### src/rtl/event_sched_ctrl.sv
// Sequences DVS events into the accelerator: stamps t/addr, runs the ip_en/ip_done
// handshake per event, then ip_clean/ip_clear at end of sample; watchdog on both waits.
module event_sched_ctrl #(
  parameter int          EVENTS_PER_SAMPLE = 26,
  parameter logic [31:0] BASE_ADDR         = 32'h1000_0000,
  parameter logic [31:0] ADDR_STRIDE       = 32'h0000_0080,
  parameter int          GAP_CYCLES        = 5,
  parameter int          TIMEOUT_CYCLES    = 4096,
  parameter int          X_PIXEL_WIDTH     = 8,
  parameter int          Y_PIXEL_WIDTH     = 8,
  parameter int          T_WIDTH           = 8
) (
  input  logic                                              clk,
  input  logic                                              rstn,
  input  logic                                              ev_valid,
  output logic                                              ev_ready,
  input  logic [X_PIXEL_WIDTH-1:0]                          ev_x,
  input  logic [Y_PIXEL_WIDTH-1:0]                          ev_y,
  input  logic                                              ev_p,
  input  logic                                              flush,
  output logic [X_PIXEL_WIDTH+Y_PIXEL_WIDTH+T_WIDTH+33:0]   new_event,
  output logic                                              ip_en,
  input  logic                                              ip_done,
  input  logic                                              ip_idle,
  output logic                                              ip_clean,
  input  logic                                              ip_clear,
  input  logic                                              prediction,
  input  logic [1:0][31:0]                                  fc_out_pack,
  output logic                                              res_valid,
  output logic                                              res_pred,
  output logic [1:0][31:0]                                  res_logits,
  output logic                                              busy,
  output logic                                              err_timeout
);

  localparam int NE_W  = X_PIXEL_WIDTH + Y_PIXEL_WIDTH + T_WIDTH + 34;
  localparam int CNT_W = $clog2(EVENTS_PER_SAMPLE + 1);
  localparam int WD_W  = $clog2(TIMEOUT_CYCLES + 1);
  localparam int GAP_W = $clog2(GAP_CYCLES + 1);

  localparam logic [CNT_W-1:0] EPS_C    = CNT_W'(EVENTS_PER_SAMPLE);
  localparam logic [WD_W-1:0]  WD_LAST  = WD_W'(TIMEOUT_CYCLES - 1);
  localparam logic [GAP_W-1:0] GAP_LAST = GAP_W'(GAP_CYCLES - 1);

  localparam logic [2:0] S_IDLE  = 3'd0;
  localparam logic [2:0] S_SETUP = 3'd1;
  localparam logic [2:0] S_RUN   = 3'd2;
  localparam logic [2:0] S_GAP   = 3'd3;
  localparam logic [2:0] S_CLEAN = 3'd4;

  logic [2:0]       state_q, state_d;
  logic [CNT_W-1:0] ev_cnt_q, ev_cnt_d;
  logic [31:0]      addr_q, addr_d;
  logic             flush_pend_q, flush_pend_d;
  logic             ip_done_q, ip_clear_q;
  logic [GAP_W-1:0] gap_q, gap_d;
  logic [WD_W-1:0]  wd_q, wd_d;
  logic [NE_W-1:0]  ne_q, ne_d;
  logic             ip_en_q, ip_en_d;
  logic             ip_clean_q, ip_clean_d;
  logic             res_valid_q, res_valid_d;
  logic             res_pred_q, res_pred_d;
  logic [1:0][31:0] res_logits_q, res_logits_d;
  logic             err_q, err_d;

  logic done_rise, clear_rise, accept, sample_end;

  assign ev_ready   = (state_q == S_IDLE) && !flush_pend_q && (ev_cnt_q < EPS_C);
  assign accept     = ev_valid && ev_ready;
  assign done_rise  = ip_done && !ip_done_q;
  assign clear_rise = ip_clear && !ip_clear_q;
  assign sample_end = (ev_cnt_q == EPS_C) || (flush_pend_q && (ev_cnt_q != '0));

  always_comb begin
    state_d      = state_q;
    ev_cnt_d     = ev_cnt_q;
    addr_d       = addr_q;
    flush_pend_d = flush_pend_q;
    gap_d        = '0;
    wd_d         = '0;
    ne_d         = ne_q;
    ip_en_d      = ip_en_q;
    ip_clean_d   = ip_clean_q;
    res_valid_d  = 1'b0;
    res_pred_d   = res_pred_q;
    res_logits_d = res_logits_q;
    err_d        = err_q;

    // A flush with nothing accumulated has no sample to end, so it is dropped.
    if (flush && (state_q != S_CLEAN) && !((state_q == S_IDLE) && (ev_cnt_q == '0)))
      flush_pend_d = 1'b1;

    case (state_q)
      S_IDLE: begin
        if (accept) begin
          ne_d    = {1'b1, ev_x, ev_y, ev_p, T_WIDTH'(ev_cnt_q), addr_q};
          state_d = S_SETUP;
        end else if (sample_end) begin
          state_d     = S_CLEAN;
          ip_clean_d  = 1'b1;
          res_valid_d = 1'b1;
        end
      end
      S_SETUP: begin
        // A still-high ip_done from the last event would mask the next rise.
        if (ip_idle && !ip_done) begin
          state_d = S_RUN;
          ip_en_d = 1'b1;
        end
      end
      S_RUN: begin
        wd_d = wd_q + 1'b1;
        if (done_rise) begin
          ip_en_d      = 1'b0;
          res_pred_d   = prediction;
          res_logits_d = fc_out_pack;
          ev_cnt_d     = ev_cnt_q + 1'b1;
          addr_d       = addr_q + ADDR_STRIDE;
          state_d      = S_GAP;
          wd_d         = '0;
        end else if (wd_q == WD_LAST) begin
          err_d   = 1'b1;
          ip_en_d = 1'b0;
          state_d = S_IDLE;
          wd_d    = '0;
        end
      end
      S_GAP: begin
        if (gap_q == GAP_LAST) begin
          if (sample_end) begin
            state_d     = S_CLEAN;
            ip_clean_d  = 1'b1;
            res_valid_d = 1'b1;
          end else begin
            state_d = S_IDLE;
          end
        end else begin
          gap_d = gap_q + 1'b1;
        end
      end
      S_CLEAN: begin
        wd_d = wd_q + 1'b1;
        if (clear_rise || (wd_q == WD_LAST)) begin
          if (!clear_rise) err_d = 1'b1;
          ip_clean_d   = 1'b0;
          ev_cnt_d     = '0;
          addr_d       = BASE_ADDR;
          flush_pend_d = 1'b0;
          state_d      = S_IDLE;
          wd_d         = '0;
        end
      end
      default: state_d = S_IDLE;
    endcase
  end

  always_ff @(posedge clk) begin
    if (!rstn) begin
      state_q      <= S_IDLE;
      ev_cnt_q     <= '0;
      addr_q       <= BASE_ADDR;
      flush_pend_q <= 1'b0;
      ip_done_q    <= 1'b0;
      ip_clear_q   <= 1'b0;
      gap_q        <= '0;
      wd_q         <= '0;
      ne_q         <= '0;
      ip_en_q      <= 1'b0;
      ip_clean_q   <= 1'b0;
      res_valid_q  <= 1'b0;
      res_pred_q   <= 1'b0;
      res_logits_q <= '0;
      err_q        <= 1'b0;
    end else begin
      state_q      <= state_d;
      ev_cnt_q     <= ev_cnt_d;
      addr_q       <= addr_d;
      flush_pend_q <= flush_pend_d;
      ip_done_q    <= ip_done;
      ip_clear_q   <= ip_clear;
      gap_q        <= gap_d;
      wd_q         <= wd_d;
      ne_q         <= ne_d;
      ip_en_q      <= ip_en_d;
      ip_clean_q   <= ip_clean_d;
      res_valid_q  <= res_valid_d;
      res_pred_q   <= res_pred_d;
      res_logits_q <= res_logits_d;
      err_q        <= err_d;
    end
  end

  assign new_event   = ne_q;
  assign ip_en       = ip_en_q;
  assign ip_clean    = ip_clean_q;
  assign res_valid   = res_valid_q;
  assign res_pred    = res_pred_q;
  assign res_logits  = res_logits_q;
  assign busy        = (state_q != S_IDLE);
  assign err_timeout = err_q;

endmodule

### config.mk
export PLATFORM = sky130hd
export DESIGN_NAME = event_sched_ctrl
export DESIGN_NICKNAME = d
export VERILOG_FILES = /design/src/rtl/event_sched_ctrl.sv
export SDC_FILE = /design/constraint.sdc
export NUM_CORES = 1
export LEC_CHECK = 0
export CORE_ASPECT_RATIO = 0.8
export CORE_MARGIN = 10
export CORE_UTILIZATION = 43
export DETAILED_ROUTE_END_ITERATION = 10
export PLACE_DENSITY = 0.75
export RECOVER_POWER = 25
export SETUP_SLACK_MARGIN = 0.4
export SLEW_MARGIN = 15
export SYNTH_ARGS = -nofsm -noshare
export SYNTH_HDL_FRONTEND = slang
export SYNTH_SLANG_ARGS = --single-unit
### constraint.sdc
create_clock -name clk -period 2.2 [get_ports clk]
set_input_delay 0.33 -clock clk [delete_from_list [all_inputs] [get_ports clk]]
set_output_delay 0.33 -clock clk [all_outputs]
set_load 0.02 [all_outputs]
* Word level (Yosys, flattened, before mapping)
Index checks and enable logic that the tools add are counted.
** Word-level totals
- RAM bits :: 0
- Input port bits :: 89
- Memories kept :: 0
- ROM bits :: 0
- Flip-flop bits (word level) :: 183
- Bits in latches :: 0
** Operators by class
- Reductions and logical operators :: 32
- $lt $le $gt $ge :: 1
- Add/subtract/negate cells :: 4
- Shift-type cells :: 0
- Bitwise operators :: 2
- Eq/ne operators :: 18
- Muxes and demuxes :: 40
- Multiply operators :: 0
- Div/mod/pow operators :: 0
** Operators by type and width (number)
- $mux 32 :: 2
- $pmux 32 s2 :: 1
- $mux 13 :: 3
- $add 32x8->32 const B :: 1
- $pmux 13 s2 :: 1
- $mux 3 :: 8
- $mux 1 :: 17
- $ne 2x2->1 const B :: 8
- $pmux 3 s5 :: 1
- $add 13x1->13 const B :: 1
- $eq 13x12->1 const B :: 1
- $logic_and 1x1->1 :: 10
- $mux 5 :: 2
- $pmux 5 s2 :: 1
- $reduce_and 5->1 :: 2
- $ne 3x3->1 const B :: 3
- $eq 3x2->1 const B :: 2
- $eq 3x3->1 const B :: 2
- $pmux 1 s2 :: 3
- $reduce_and 3->1 :: 2
- $reduce_bool 3->1 :: 2
- $add 5x1->5 const B :: 1
- $eq 5x5->1 const B :: 1
- $logic_not 1->1 :: 5
- other kinds (13) :: 17

* Logic depth before layout (Yosys ltp)
Gate-level depths: netlist (run 1).
- Word-level depth :: 7
- Depth in mapped cells :: 8
- Gate-level depth less buffers :: 7

* Worst setup path before layout (run 1)
OpenSTA, ideal clock, no wires.
- Path type :: register to register
- From :: register state_q[0]
- To :: register ip_clean_q, in the netlist ip_clean
- Setup time :: 117 ps
- Slack :: 128 ps
- Cell stages (with the launch flop) :: 8
- Data required time :: 2083 ps
- Data arrival time :: 1955 ps
- Clock period less this slack :: 2072 ps
- Path through :: dfxtp_1 or3_1 nor3_2 and2_1 buf_2 buf_2 nor4_1 o22a_1
** On the way
- Longest elaborated chain between the ends :: 6
- Elaborated cells between the ends (all ways) :: 12
- Classes of those cells :: eq/ne (5); mux (1); reduce/logical (6)
** RTL lines
- start: declaration :: line 51 : logic [2:0] state_q, state_d;
- start signal: assignment :: line 175 : state_q <= state_d;
- $logic_not 3->1 :: line 68 : assign ev_ready = (state_q == S_IDLE) && !flush_pend_q && (ev_cnt_q < EPS_C);
- $logic_and 1x1->1 (2 in a row) :: line 68
- net ev_ready :: line 16 : output logic ev_ready,
- $logic_and 1x1->1 :: line 69 : assign accept = ev_valid && ev_ready;
- $ne 2x2->1 (no source line)
- $reduce_and 4->1 (no source line)
- end signal: assignment :: line 185 : ip_clean_q <= ip_clean_d;
- end: declaration :: line 60 : logic ip_clean_q, ip_clean_d;
The timed path passes the listed nets, and every way through them passes these cells.
A chain may end at the register's enable or synchronous reset.

* Worst setup path in the final report (run 1)
- From :: register state_q[0]
- To :: output ev_ready
** On the way
- Longest elaborated chain between the ends :: 3
** RTL lines (line)
- $logic_not 3->1 :: 68
- $logic_and 1x1->1 (2 in a row) :: 68
- end: declaration :: 16
Every way passes these cells.

==> out/qor.yml, run 1 <==
cp-start-kind: "register"
die_h_um: 134
power.density_nw_per_um2: 921
fin_crit_sh: 0.891
place_congestion: 0.828
clkTransAtPathRegs_ns: 0.07
grt_max_degree: 61
drcViolationCount: 0
layout-area-overhead-vs-synth_pct: 51.1
htreeDepth: 4
num-fill-cells: 1289
grt-ovfl-total: 0
worstPathArrival_ns: 1.63
drtIter0Drc: 384
grt_usage: 0.177
grt_pass1_vias: 6027
grt_pass1_wl_um: 31600
cts_tree: "yes"
vias: 6275
portBuffers: 207
routedWlPerCell_um: 16.6
insertion_delay_ns: 0.43
synth-seq-cells: 169
hold_viol: 0
synth_area_leaders: "dfxtp_1 (48%), nand2_1 (13%), a21boi_0 (12%)"
p_leak_nw: 3.86
ios: 218
crit_fanout: 7
synth_area_um2: 7030
synth_ff_type: "dfxtp_1"
yosysTopAreaCell: "dfxtp_1"
worst_pin_slew_ns: 0.842
avgSynthCellArea_um2: 8.70
drive_above_1_share: 0.149
cts_buffer_depth: 2
post-route-min-period_ns: 1.96
first_pass_iters: 4
hpwl_um: 14300
rows: 41
async_flop_share: 0
finClkSkew_ns: 0.0153
hold_class: "input pin to register"
placed_cells: 1210
rsz0062_at_grt: "true"
synth_top_area_share: 0.481
core_area_um2: 15900
start_util: 0.442
root_buffer: "clkbuf_16"
tns_ns: 0
setup_violations: 0
wirelength_um: 21100
antenna_found_initial: 0
clock_sinks: 169
die_w_um: 163
vdd_drop_max_v: 0.000624
ant_nets: 0
seq_area_frac_synth: 0.481
synth_edf_count: 0
dieArea_um2: 21900
final_cells: 1272
cap_violations: 0
crit_type: "register to output port"
fmax_mhz: 510
via_per_inst: 4.93
synth.distinct_cells: 57
status: "finished, final reports clean"
nets: 1140
endpoint_kind: "output port"
n_antenna_cell: 0
required_ns: 1.87
relSlewSlack: 0.439
numCtsBuffers: 17
synthCells: 808
slew_viol_final: 0
yosysWarningCount: 0
-- layout make-up --
cell class / count / area (µm²) / area share
flip-flops and latches: 169 / 3410 / 0.321
repair buffers: 269 / 2670 / 0.252
clock inverters: 10 / 189 / 0.0178
well taps: 215 / 269 / 0.0253
multi-input cells: 578 / 3580 / 0.337
clock buffers: 22 / 474 / 0.0446
inverters: 9 / 33.8 / 0.00318
-- cell usage after synthesis (2+ instances only) --
| cell | instances |
|---|---|
| buf_6 | 2 |
| dfxtp_1 | 169 |
| nor3b_1 | 3 |
| o21ai_0 | 9 |
| a21boi_1 | 3 |
| a22oi_1 | 3 |
| o211ai_1 | 8 |
| a21boi_0 | 110 |
| nor4_4 | 2 |
| and3_1 | 9 |
| a21oi_1 | 12 |
| buf_2 | 17 |
| and2_1 | 6 |
| xor2_1 | 20 |
| xnor2_1 | 9 |
| nand4_4 | 2 |
| o2111ai_1 | 11 |
| clkbuf_1 | 29 |
| and3_2 | 2 |
| o211a_1 | 3 |
| nand2b_1 | 5 |
| nor2b_1 | 8 |
| ha_1 | 7 |
| nor2_1 | 45 |
| or3_1 | 7 |
| nand3_1 | 11 |
| nand4_1 | 4 |
| inv_1 | 9 |
| o22a_1 | 2 |
| o31ai_1 | 3 |
| nand2_1 | 236 |
| buf_4 | 13 |
| nor3_1 | 5 |
-- sequential cells by signal, indices dropped and copies added (netlist names), 3 cells and up --
name and cells:
res_logits 64, new_event 48, addr_q 25, wd_q 13, ev_cnt_q 5, gap_q 3, state_q 3
-- layout by cell type, fill, tap and decap left out, types with 8 or more instances in the layout --
master,n
buf_6,8
xor2_1,20
xnor2_1,9
nand3_1,10
clkdlybuf4s50_1,168
buf_4,41
dfxtp_1,154
and3_1,9
clkbuf_16,19
nor2_1,44
nand2_1,232
conb_1,10
a21boi_0,109
dlygate4sd3_1,36
o211ai_1,8
dfxtp_2,13
nor2b_1,8
-- worst paths after layout --
| kind | from | to | slack [ns] | depth (start not counted) |
|---|---|---|---|---|
| worst max-delay path | state_q[0] | ev_ready | 0.24 | 3 |
| worst min-delay path | rstn | new_event[21] | 0.29 | 2 |
| worst max register to register | state_q[0] | new_event[31] | 0.27 | 7 |
| worst min register to register | gap_q[0] | gap_q[0] | 0.45 | 1 |
-- power by group --
group	internal, mW	total [mW]	switching [mW]
clock network	2.11	3.33	1.22
logic	1.34	3.03	1.69
registers	3.28	3.42	0.141
-- stage by stage --
step                      area, µm²  hold slack [ns]  power (mW)  setup WS (ns)   util
after detailed placement       9450            0.447        6.07         0.0124  0.594
final                         10600            0.294        9.79          0.239  0.668
after global placement         9450            0.436        6.04         0.0468  0.594
after CTS                     10300            0.289        9.54          0.311  0.649
after global routing          10600            0.292        10.3          0.140  0.668
after floorplan                7130            0.417        4.97          0.348      -
-- logic make-up (layout without fill, tap and decap cells) --
group,Yosys count,in the layout,share of synthesized area
AOI/OAI and AO/OA,174,174,0.187
xor gates and xnor gates,29,29,0.0361
adders and majority gates,7,7,0.0125
buffers and inverters,70,310,0.0495
DFF,169,169,0.481
other,1,10,0.000533
and+or+nand+nor,358,358,0.233
-- critical path, stage by stage (launching register included) --
cell and delay, ns:
dfxtp_1 0.41, or3_1 0.44, nor3_4 0.19, buf_4 0.18
-- metal layers --
layer	global-route usage	part of all wire	vias up	routed length, µm
met2	0.286	0.47	189	9860
met3	0.0823	0.096	27	2020
li1	-	-	3153	-
met1	0.207	0.43	2906	8970
met5	0	0	-	0
met4	0.0495	0.011	0	240
-- what timing repair did --
item	CTS	global route
setup endpoints to repair	99	152
gates resized for setup	35	49
pin swaps	20	21
hold buffers	0	0
cloned	0	3
setup buffers	13	14
No activity file was read; power rests on OpenSTA's default activity.
==> run 2: changes to the inputs <==
--- a/config.mk
+++ b/config.mk
@@ -5,6 +5,7 @@
 export SDC_FILE = /design/constraint.sdc
 export NUM_CORES = 1
 export LEC_CHECK = 0
+export CAP_MARGIN = 40
 export CORE_ASPECT_RATIO = 0.8
 export CORE_MARGIN = 10
 export CORE_UTILIZATION = 43
==> results of run 2 <==
Same layout as run 1: the final DEF is identical, and so are final timing and power.
